[src/rtl/ddr4_phy_ctrl_pkg.sv]
`timescale 1ns/1ps
// ddr4_phy_ctrl_pkg
// Shared types and constants for the DDR4 RESET_N lane controller:
//   seq_state_t  - power-up reset sequence states
//   dly_state_t  - output delay line stepper states
//   RST_LOW/HIGH - TX_DATA_0 patterns for RESET_N driven low/high
//   DEF_*        - default timing and width constants (166.67 MHz FAB_CLK)
package ddr4_phy_ctrl_pkg;

    typedef enum logic [1:0] {
        SEQ_IDLE   = 2'd0,
        SEQ_ASSERT = 2'd1,
        SEQ_STAB   = 2'd2,
        SEQ_DONE   = 2'd3
    } seq_state_t;

    typedef enum logic [1:0] {
        DL_LOAD = 2'd0,
        DL_IDLE = 2'd1,
        DL_MOVE = 2'd2,
        DL_WAIT = 2'd3
    } dly_state_t;

    localparam logic [3:0] RST_LOW  = 4'h0;
    localparam logic [3:0] RST_HIGH = 4'hF;

    localparam int DEF_RESET_HOLD_CYC = 33334;
    localparam int DEF_CKE_WAIT_CYC   = 83334;
    localparam int DEF_CNT_W          = 17;
    localparam int DEF_TAP_W          = 8;
    localparam int DEF_TAP_MAX        = 127;

endpackage

[src/rtl/ddr4_dly_line_stepper.sv]
`timescale 1ns/1ps
// ddr4_dly_line_stepper
// Steps the RESET_N lane output delay line one tap at a time and tracks the
// tap position. Loads the line once after reset, then serves single-step
// requests, refusing any step that would leave [0, TAP_MAX] or that arrives
// while the IOD reports out-of-range.
//
// Ports:
//   FAB_CLK, ARST_N             clock, async active-low reset
//   dly_req, dly_dir            step request pulse and direction (1 = inc)
//   dly_ack, dly_err            completion pulse, refusal flag
//   tap_cnt                     current tap index
//   DELAY_LINE_MOVE_0           move strobe to the IOD
//   DELAY_LINE_DIRECTION_0      direction to the IOD, held between requests
//   DELAY_LINE_LOAD_0           load strobe to the IOD
//   DELAY_LINE_OUT_OF_RANGE_0   range flag from the IOD
//
// state   | meaning
// DL_LOAD | first cycle out of reset: pulse LOAD, clear tap_cnt
// DL_IDLE | waiting for dly_req
// DL_MOVE | MOVE strobe on the pad
// DL_WAIT | two settle cycles, then tap update and ack
module ddr4_dly_line_stepper
    import ddr4_phy_ctrl_pkg::*;
#(
    parameter int TAP_W   = DEF_TAP_W,
    parameter int TAP_MAX = DEF_TAP_MAX
) (
    input  logic             FAB_CLK,
    input  logic             ARST_N,
    input  logic             dly_req,
    input  logic             dly_dir,
    output logic             dly_ack,
    output logic             dly_err,
    output logic [TAP_W-1:0] tap_cnt,
    output logic             DELAY_LINE_MOVE_0,
    output logic             DELAY_LINE_DIRECTION_0,
    output logic             DELAY_LINE_LOAD_0,
    input  logic             DELAY_LINE_OUT_OF_RANGE_0
);

    localparam logic [TAP_W-1:0] TAP_TOP = TAP_W'(TAP_MAX);
    localparam logic [TAP_W-1:0] TAP_ONE = TAP_W'(1);

    dly_state_t       r_state, w_state;
    logic             r_wait, w_wait;
    logic [TAP_W-1:0] r_tap, w_tap;
    logic             r_ack, w_ack;
    logic             r_err, w_err;
    logic             r_move, w_move;
    logic             r_dir, w_dir;
    logic             r_load, w_load;
    logic             w_refuse;

    always_ff @(posedge FAB_CLK or negedge ARST_N) begin
        if (!ARST_N) begin
            r_state <= DL_LOAD;
            r_wait  <= 1'b0;
            r_tap   <= '0;
            r_ack   <= 1'b0;
            r_err   <= 1'b0;
            r_move  <= 1'b0;
            r_dir   <= 1'b0;
            r_load  <= 1'b0;
        end else begin
            r_state <= w_state;
            r_wait  <= w_wait;
            r_tap   <= w_tap;
            r_ack   <= w_ack;
            r_err   <= w_err;
            r_move  <= w_move;
            r_dir   <= w_dir;
            r_load  <= w_load;
        end
    end

    assign w_refuse = DELAY_LINE_OUT_OF_RANGE_0
                    | ( dly_dir && (r_tap == TAP_TOP))
                    | (!dly_dir && (r_tap == '0));

    always_comb begin
        w_state = r_state;
        w_wait  = r_wait;
        w_tap   = r_tap;
        w_ack   = 1'b0;
        w_err   = 1'b0;
        w_move  = 1'b0;
        w_dir   = r_dir;
        w_load  = 1'b0;
        case (r_state)
            DL_LOAD: begin
                w_load  = 1'b1;
                w_tap   = '0;
                w_state = DL_IDLE;
            end
            DL_IDLE: begin
                // The ack cycle itself is not a request slot: the earliest
                // follow-up request is the cycle after the ack.
                if (dly_req && !r_ack) begin
                    if (w_refuse) begin
                        w_ack = 1'b1;
                        w_err = 1'b1;
                    end else begin
                        w_dir   = dly_dir;
                        w_move  = 1'b1;
                        w_state = DL_MOVE;
                    end
                end
            end
            DL_MOVE: begin
                w_wait  = 1'b0;
                w_state = DL_WAIT;
            end
            DL_WAIT: begin
                if (r_wait) begin
                    w_tap   = r_dir ? (r_tap + TAP_ONE) : (r_tap - TAP_ONE);
                    w_ack   = 1'b1;
                    w_state = DL_IDLE;
                end else begin
                    w_wait = 1'b1;
                end
            end
            default: w_state = DL_LOAD;
        endcase
    end

    assign dly_ack                = r_ack;
    assign dly_err                = r_err;
    assign tap_cnt                = r_tap;
    assign DELAY_LINE_MOVE_0      = r_move;
    assign DELAY_LINE_DIRECTION_0 = r_dir;
    assign DELAY_LINE_LOAD_0      = r_load;

endmodule

[src/rtl/ddr4_reset_n_ctrl.sv]
`timescale 1ns/1ps
// ddr4_reset_n_ctrl
// DDR4 RESET_N lane sequencer: holds RESET_N low for RESET_HOLD_CYC, releases
// it, waits CKE_WAIT_CYC and raises reset_done. The pad is always driven
// (OE_DATA_0 all ones). Also hosts the delay line stepper for the lane.
// Build option: RESET_N_CTRL_AUTOSTART_EN starts the sequence right after
// reset instead of waiting for start.
//
// Ports:
//   FAB_CLK, ARST_N          clock, async active-low reset
//   start                    begin/restart the reset sequence
//   TX_DATA_0, OE_DATA_0     4:1 serialized RESET_N data and output enable
//   reset_done, busy         sequence status
//   dly_req/dly_dir/dly_ack/dly_err/tap_cnt   delay step handshake and tap
//   DELAY_LINE_*_0           delay line controls/status of the IOD
//
// state      | meaning
// SEQ_IDLE   | out of reset, RESET_N low, waiting for start
// SEQ_ASSERT | RESET_N held low for RESET_HOLD_CYC
// SEQ_STAB   | RESET_N high, waiting CKE_WAIT_CYC
// SEQ_DONE   | RESET_N high, reset_done asserted
module ddr4_reset_n_ctrl
    import ddr4_phy_ctrl_pkg::*;
#(
    parameter int RESET_HOLD_CYC = DEF_RESET_HOLD_CYC,
    parameter int CKE_WAIT_CYC   = DEF_CKE_WAIT_CYC,
    parameter int CNT_W          = DEF_CNT_W,
    parameter int TAP_W          = DEF_TAP_W,
    parameter int TAP_MAX        = DEF_TAP_MAX
) (
    input  logic             FAB_CLK,
    input  logic             ARST_N,
    input  logic             start,
    output logic [3:0]       TX_DATA_0,
    output logic [3:0]       OE_DATA_0,
    output logic             reset_done,
    output logic             busy,
    input  logic             dly_req,
    input  logic             dly_dir,
    output logic             dly_ack,
    output logic             dly_err,
    output logic [TAP_W-1:0] tap_cnt,
    output logic             DELAY_LINE_MOVE_0,
    output logic             DELAY_LINE_DIRECTION_0,
    output logic             DELAY_LINE_LOAD_0,
    input  logic             DELAY_LINE_OUT_OF_RANGE_0
);

    localparam logic [CNT_W-1:0] HOLD_LAST = CNT_W'(RESET_HOLD_CYC - 1);
    localparam logic [CNT_W-1:0] WAIT_LAST = CNT_W'(CKE_WAIT_CYC - 1);
    localparam logic [CNT_W-1:0] CNT_ONE   = CNT_W'(1);

    seq_state_t       r_state, w_state;
    logic [CNT_W-1:0] r_cnt, w_cnt;

    always_ff @(posedge FAB_CLK or negedge ARST_N) begin
        if (!ARST_N) begin
            r_state <= SEQ_IDLE;
            r_cnt   <= '0;
        end else begin
            r_state <= w_state;
            r_cnt   <= w_cnt;
        end
    end

    // Outputs decode straight from the state register so ARST_N forces the
    // pad low without waiting for a clock.
    always_comb begin
        w_state    = r_state;
        w_cnt      = r_cnt;
        TX_DATA_0  = RST_LOW;
        OE_DATA_0  = RST_HIGH;
        reset_done = 1'b0;
        busy       = 1'b0;
        case (r_state)
            SEQ_IDLE: begin
                w_cnt = '0;
`ifdef RESET_N_CTRL_AUTOSTART_EN
                w_state = SEQ_ASSERT;
`else
                if (start) w_state = SEQ_ASSERT;
`endif
            end
            SEQ_ASSERT: begin
                busy = 1'b1;
                if (r_cnt == HOLD_LAST) begin
                    w_cnt   = '0;
                    w_state = SEQ_STAB;
                end else begin
                    w_cnt = r_cnt + CNT_ONE;
                end
            end
            SEQ_STAB: begin
                busy      = 1'b1;
                TX_DATA_0 = RST_HIGH;
                if (start) begin
                    w_cnt   = '0;
                    w_state = SEQ_ASSERT;
                end else if (r_cnt == WAIT_LAST) begin
                    w_cnt   = '0;
                    w_state = SEQ_DONE;
                end else begin
                    w_cnt = r_cnt + CNT_ONE;
                end
            end
            SEQ_DONE: begin
                TX_DATA_0  = RST_HIGH;
                reset_done = 1'b1;
                if (start) begin
                    w_cnt   = '0;
                    w_state = SEQ_ASSERT;
                end
            end
            default: w_state = SEQ_IDLE;
        endcase
    end

    ddr4_dly_line_stepper #(
        .TAP_W   (TAP_W),
        .TAP_MAX (TAP_MAX)
    ) u_stepper (
        .FAB_CLK                   (FAB_CLK),
        .ARST_N                    (ARST_N),
        .dly_req                   (dly_req),
        .dly_dir                   (dly_dir),
        .dly_ack                   (dly_ack),
        .dly_err                   (dly_err),
        .tap_cnt                   (tap_cnt),
        .DELAY_LINE_MOVE_0         (DELAY_LINE_MOVE_0),
        .DELAY_LINE_DIRECTION_0    (DELAY_LINE_DIRECTION_0),
        .DELAY_LINE_LOAD_0         (DELAY_LINE_LOAD_0),
        .DELAY_LINE_OUT_OF_RANGE_0 (DELAY_LINE_OUT_OF_RANGE_0)
    );

endmodule
[config.mk]
export PLATFORM = sky130hd
export DESIGN_NAME = ddr4_reset_n_ctrl
export DESIGN_NICKNAME = d
export VERILOG_FILES = /design/src/rtl/ddr4_phy_ctrl_pkg.sv /design/src/rtl/ddr4_dly_line_stepper.sv /design/src/rtl/ddr4_reset_n_ctrl.sv
export SDC_FILE = /design/constraint.sdc
export NUM_CORES = 1
export LEC_CHECK = 0
export CAP_MARGIN = 20
export CELL_PAD_IN_SITES_DETAIL_PLACEMENT = 1
export CELL_PAD_IN_SITES_GLOBAL_PLACEMENT = 1
export CORE_UTILIZATION = 45
export CTS_BUF_LIST = sky130_fd_sc_hd__clkbuf_8
export CTS_CLUSTER_SIZE = 40
export DETAILED_ROUTE_END_ITERATION = 16
export PLACE_DENSITY_LB_ADDON = 0.1
export SYNTH_ARGS = -nofsm -noshare
export SYNTH_HDL_FRONTEND = slang
export SYNTH_SLANG_ARGS = --single-unit
[constraint.sdc]
create_clock -name FAB_CLK -period 2.5 [get_ports FAB_CLK]
set_input_delay 0.75 -clock FAB_CLK [delete_from_list [all_inputs] [get_ports FAB_CLK]]
set_output_delay 0.75 -clock FAB_CLK [all_outputs]
set_load 0.05 [all_outputs]
After elaboration in Yosys (flattened, before gate mapping). Index checks and enable logic that the tools add are counted.

Add/sub/neg operators: 3. Equality and inequality tests: 16. Muxes and demuxes: 30. Bitwise logic cells: 3. Reduce and logical (&&, ||, !) cells: 17.

Operators with widths (count): $mux 17 (4); $pmux 17 s4 (1); $add 17x1->17 const B (1); $eq 17x16->1 const B (1); $eq 17x17->1 const B (1); $mux 8 (2); $pmux 8 s2 (1); $mux 2 (7); $mux 1 (10); $reduce_and 3->1 (3); $add 8x1->8 const B (1); $eq 2x2->1 const B (4); $eq 8x7->1 const B (1); $logic_not 8->1 (1); $pmux 2 s4 (1); $sub 8x1->8 const B (1); $ne 2x1->1 const B (3); $ne 2x2->1 const B (3); $pmux 2 s3 (1); $reduce_or 2->1 (3); $eq 2x1->1 const B (2); $logic_not 2->1 (2); $mux 4 (1); $pmux 1 s2 (2); 7 further kinds (12).

Bits in registers: 35. Input port bits: 6. Output and inout port bits: 23. Word-level logic and storage cells: 79.

Logic depth before layout (Yosys ltp).
Word-level depth: 7. Depth in mapped cells: 8. Depth with buffers taken out: 7.

Cells and area by module. Synthesis repeated with hierarchy kept, for this count alone.

Cells, all modules: 237. Area total of the unflattened synthesis: 2245.9 um2.

Modules (own cells, without submodules): ddr4_reset_n_ctrl (instances 1, cells an instance 132, area an instance 1218.7 um2, seq. area each 475.5 um2); ddr4_dly_line_stepper (instances 1, cells an instance 105, area an instance 1027.2 um2, seq. area each 400.4 um2).

Worst setup path before layout. No wires, ideal clock.

Path type: register -> register. Start point: reg u_stepper.r_dir, in the netlist u_stepper.DELAY_LINE_DIRECTION_0. End point: reg u_stepper.r_tap[6], in the netlist u_stepper.tap_cnt[6]. Setup time: 0.070 ns. Data arrival time: 2.396 ns. Data required time: 2.430 ns. Setup slack: 0.035 ns. Stages on the path, launching flop included: 8. Buffers on the path: 0. Period minus slack after synthesis: 2.465 ns. Path through: dfrtp_1 > inv_1 > ha_1 > nor2b_1 > o31a_1 > o21a_1 > or4b_1 > nand3_1.

Longest elaborated chain between the ends: 3.

RTL lines: start: declaration (line ddr4_dly_line_stepper.sv:51) `logic r_dir, w_dir;`; start signal: assignment (line ddr4_dly_line_stepper.sv:72) `r_dir <= w_dir;`; $mux 8 (line ddr4_dly_line_stepper.sv:116) `w_tap = r_dir ? (r_tap + TAP_ONE) : (r_tap - TAP_ONE);`; $mux 8 (line ddr4_dly_line_stepper.sv:115) `if (r_wait) begin`; $pmux 8 s2 (line ddr4_dly_line_stepper.sv:90) `case (r_state)`; end signal: assignment (line ddr4_dly_line_stepper.sv:68) `r_tap <= w_tap;`; end: declaration (line ddr4_dly_line_stepper.sv:47) `logic [TAP_W-1:0] r_tap, w_tap;`.

No other way between the ends. The select of a mux whose other input is x is not followed. A chain may end at the register's enable or synchronous reset.

Worst setup path after layout.
Start point: reg u_stepper.r_tap[0], in the netlist u_stepper.tap_cnt[0]. End point: out tap_cnt[0].

RTL lines: end: declaration (line ddr4_reset_n_ctrl.sv:42) `output logic [TAP_W-1:0] tap_cnt,`.

No word-level cell between the ends.

==> impl_metrics.tcl <==
set metrics [dict create \
    status "finished clean" \
    detail_route.wirelength_um 5523 \
    timing.hold.worst.class "reg -> reg" \
    finalSetupViolCount 0 \
    fin_worst_hold_slack_ns 0.5348 \
    grt_util_all_layers_pct 22.70 \
    floorplan.core_area_mm2 0.004848 \
    worst-slew-pin-transition_ns 0.8057 \
    number_of_antenna_violations_at_the_first_check_in_global_routing 0 \
    vias 1857 \
    reg2reg_setup_slack_ns 0.33 \
    critPathTopFamily "buffers and inverters" \
    die_w_um 74.07 \
    worstSkewPairLatency_ns 0.29 \
    dieHeight_um 74.07 \
    crit_path_capture_type "primary output" \
    cts_resized 0 \
    path_clk_slew_ns 0.07 \
    critical_path.cell_chain "clkdlybuf4s50_1" \
    tritoncts "done" \
    drc_errors 0 \
    maxSlewViolCount 0 \
    final.setup_skew_ns 0.002358 \
    detail_route.iter0.violations 84 \
    slowest_delay_ns 0.85 \
    critPathKind "reg -> out" \
    htreeDepth 2 \
    synth.cell_area_mm2 0.002337 \
    crit_required_ns 1.75 \
    fillers 567 \
    worstPathArrival_ns 1.61 \
    grt-ovfl-total 0 \
    timing.final.crit_share_pct 94.59 \
    num-nets-final 294 \
    placedCellCount 330 \
    ctsLongestPathBuffers 2 \
    num_rows 25 \
    insertedDiodeCount 0 \
    final_core_utilization_pct 56.21 \
    leakagePower_nw 1.143 \
    irDropWorstVdd_mv 0.5714 \
    drtPass1Iterations 4 \
    drt.antenna.violating_nets 0 \
    critical_path.startpoint_type "flop" \
    finalWorstPathRequiredPeriod_ns 2.365 \
    grt_setup_unrepaired "false" \
    synth_flop_cell "sky130_fd_sc_hd__dfrtp_1" \
    ys_async_sr_fraction_pct 100.0 \
    power.density_cell_area_mw_per_mm2 1386 \
    ios 29 \
    gp_congestion 0.7814 \
    cts-hold-fix-buffers 0 \
    totalPowerFinal_w 0.003776 \
    cts-buffers-inserted 5 \
    area_growth_syn_to_layout_pct 16.60 \
    floorplan.initialDensity_pct 48.21 \
    synth_cells 241 \
    sequential_element_share_of_the_synthesized_area_pct 37.47 \
    grt_pass1_vias 1894 \
    hpwlAfterDp_um 3933 \
    grt_start_max_net_pins 36 \
    layoutNonFillerInstCount 338 \
    post_synth_num_cell_types 55 \
    crit_slowest_cell "sky130_fd_sc_hd__clkdlybuf4s50_1" \
    critical_path_peak_fanout 6 \
    path_buf_inv 1 \
    finalHoldViolCount 0 \
    port-buffer-count 24 \
    count_of_flip_flops_with_a_built_in_enable_after_synthesis 0 \
    max_cap_violations 0 \
    avgSynthCellArea_um2 9.698 \
    synth.yosys.warnings 0 \
    sequential_cell_area_um2 875.8 \
    total_area_of_multi_input_combinational_cells_mm2 0.001320 \
    cts.sink_count 35 \
    post-cts-setup-buffer-count 0 \
    timing.max_slew.rel_slack_pct 46.29 \
    share_of_post_route_cells_with_drive_strength_above_1_pct 16.97 \
    synth_seq_cells 35 \
    grt_first_pass_wirelength_um 9370 \
    cell_chosen_for_the_clock_root "sky130_fd_sc_hd__clkbuf_8" \
    achievable-frequency_ghz 0.4229 \
    drt-wirelength-per-cell_um 16.34 \
    drt-vias-per-instance 5.494 \
    design.die.area_mm2 0.005486 \
]
-- metal layers --
metal | share of wire, % | up-vias | GRT usage [%]
li1 | - | 899 | -
met1 | 49 | 917 | 31.12
met2 | 47 | 34 | 37.37
met3 | 3.3 | 7 | 4.065
met4 | 0.98 | 0 | 5.128
met5 | 0 | - | 0
-- logic make-up (layout without fill, tap and decap cells) --
| kind of cell | after synthesis | in the layout | share of synthesized area (%) |
|---|---|---|---|
| simple gates | 82 | 82 | 20.18 |
| compound gates | 53 | 53 | 15.95 |
| flops | 35 | 35 | 37.47 |
| buf+inv | 28 | 55 | 6.531 |
| fa+ha+maj | 18 | 18 | 9.957 |
| xor+xnor | 16 | 16 | 5.996 |
| mux | 8 | 8 | 3.747 |
| other cells | 1 | 4 | 0.1604 |
-- synthesized netlist by cell type (3+ instances only) --
cell type,instances,area share [%]
sky130_fd_sc_hd__ha_1,17,9.1
sky130_fd_sc_hd__nor2_1,12,1.9
sky130_fd_sc_hd__a21oi_1,13,2.8
sky130_fd_sc_hd__nor2b_1,4,1.1
sky130_fd_sc_hd__mux2i_1,5,2.1
sky130_fd_sc_hd__xor2_1,8,3.0
sky130_fd_sc_hd__nand3_1,10,2.1
sky130_fd_sc_hd__nand2_1,23,3.7
sky130_fd_sc_hd__xnor2_1,8,3.0
sky130_fd_sc_hd__buf_4,8,2.6
sky130_fd_sc_hd__nor4_1,3,0.80
sky130_fd_sc_hd__a21oi_2,11,4.1
sky130_fd_sc_hd__nor3b_1,4,1.3
sky130_fd_sc_hd__nand4_1,6,1.6
sky130_fd_sc_hd__o21ai_0,11,2.4
sky130_fd_sc_hd__nor3_1,3,0.64
sky130_fd_sc_hd__inv_1,15,2.4
sky130_fd_sc_hd__dfrtp_1,35,37
-- state kept, by name (all words and copies together), names as in the netlist --
name	flops
r_cnt	17
r_state	2
u_stepper.DELAY_LINE_DIRECTION_0	1
u_stepper.DELAY_LINE_LOAD_0	1
u_stepper.DELAY_LINE_MOVE_0	1
u_stepper.dly_ack	1
u_stepper.dly_err	1
u_stepper.r_state	2
u_stepper.r_wait	1
u_stepper.tap_cnt	8
-- worst paths after layout --
path,startpoint,end,cells after the start
min,r_cnt[1],r_cnt[1],2
max in group asynchronous,ARST_N,u_stepper.dly_err,1
min reg2reg,r_cnt[1],r_cnt[1],2
max reg2reg,u_stepper.DELAY_LINE_DIRECTION_0,u_stepper.tap_cnt[6],7
min in group asynchronous,ARST_N,r_state[0],1
max,u_stepper.tap_cnt[0],tap_cnt[0],1
-- report_power, final --
part / total, W / leakage, nW / internal (W) / switching [W]
Combinational: 0.00242 / 0.629 / 0.000905 / 0.00152
Clock: 0.000465 / 0.0557 / 0.000248 / 0.000218
Sequential: 0.000888 / 0.458 / 0.000708 / 0.000181
-- metrics by stage --
stage          TNS, ns  setup WS [ns]  cell area [µm²]
5_1_grt              0        0.06655             2725
4_1_cts              0         0.1221             2725
3_5_place_dp   -0.2624        -0.1451             2625
2_1_floorplan        0        0.03467             2349
3_3_place_gp   -0.1630        -0.1143             2625
6_report             0         0.1353             2725
-- tightest hold or removal path, stage by stage (launching register included) --
cell	delay (ns)
sky130_fd_sc_hd__dfrtp_1	0.39
sky130_fd_sc_hd__nand2_1	0.06
sky130_fd_sc_hd__o31ai_1	0.05
-- placed cells by master, fill, tap and decap left out, types with 2 or more instances in the layout --
master                            instances
sky130_fd_sc_hd__nor2_1                  12
sky130_fd_sc_hd__and4_1                   2
sky130_fd_sc_hd__conb_1                   4
sky130_fd_sc_hd__nor3_1                   3
sky130_fd_sc_hd__o21ai_0                 11
sky130_fd_sc_hd__nand2_1                 23
sky130_fd_sc_hd__xnor2_1                  8
sky130_fd_sc_hd__nand2b_1                 2
sky130_fd_sc_hd__inv_1                   16
sky130_fd_sc_hd__nand3_1                 10
sky130_fd_sc_hd__a21oi_1                 13
sky130_fd_sc_hd__o21a_1                   2
sky130_fd_sc_hd__clkdlybuf4s50_1         17
sky130_fd_sc_hd__nor4b_2                  2
sky130_fd_sc_hd__nand4_1                  6
sky130_fd_sc_hd__or4b_1                   2
sky130_fd_sc_hd__nor2b_1                  4
sky130_fd_sc_hd__ha_1                    17
sky130_fd_sc_hd__a21oi_2                 11
sky130_fd_sc_hd__or2_2                    2
sky130_fd_sc_hd__nor3b_1                  4
sky130_fd_sc_hd__dfrtp_1                 35
sky130_fd_sc_hd__xor2_1                   8
sky130_fd_sc_hd__buf_4                   12
sky130_fd_sc_hd__clkbuf_8                 7
sky130_fd_sc_hd__a21o_1                   2
sky130_fd_sc_hd__mux2i_1                  5
sky130_fd_sc_hd__nor4_1                   3
-- cell type report --
| class | instances | share of cell area (%) |
|---|---|---|
| clock inverter | 1 | 0.1377 |
| tap | 67 | 3.076 |
| sequential | 35 | 32.14 |
| multi-input combinational | 181 | 48.44 |
| clock buffer | 7 | 3.535 |
| timing repair buffer | 31 | 10.47 |
| inverter | 16 | 2.204 |
No activity file was read; power rests on OpenSTA's default activity.
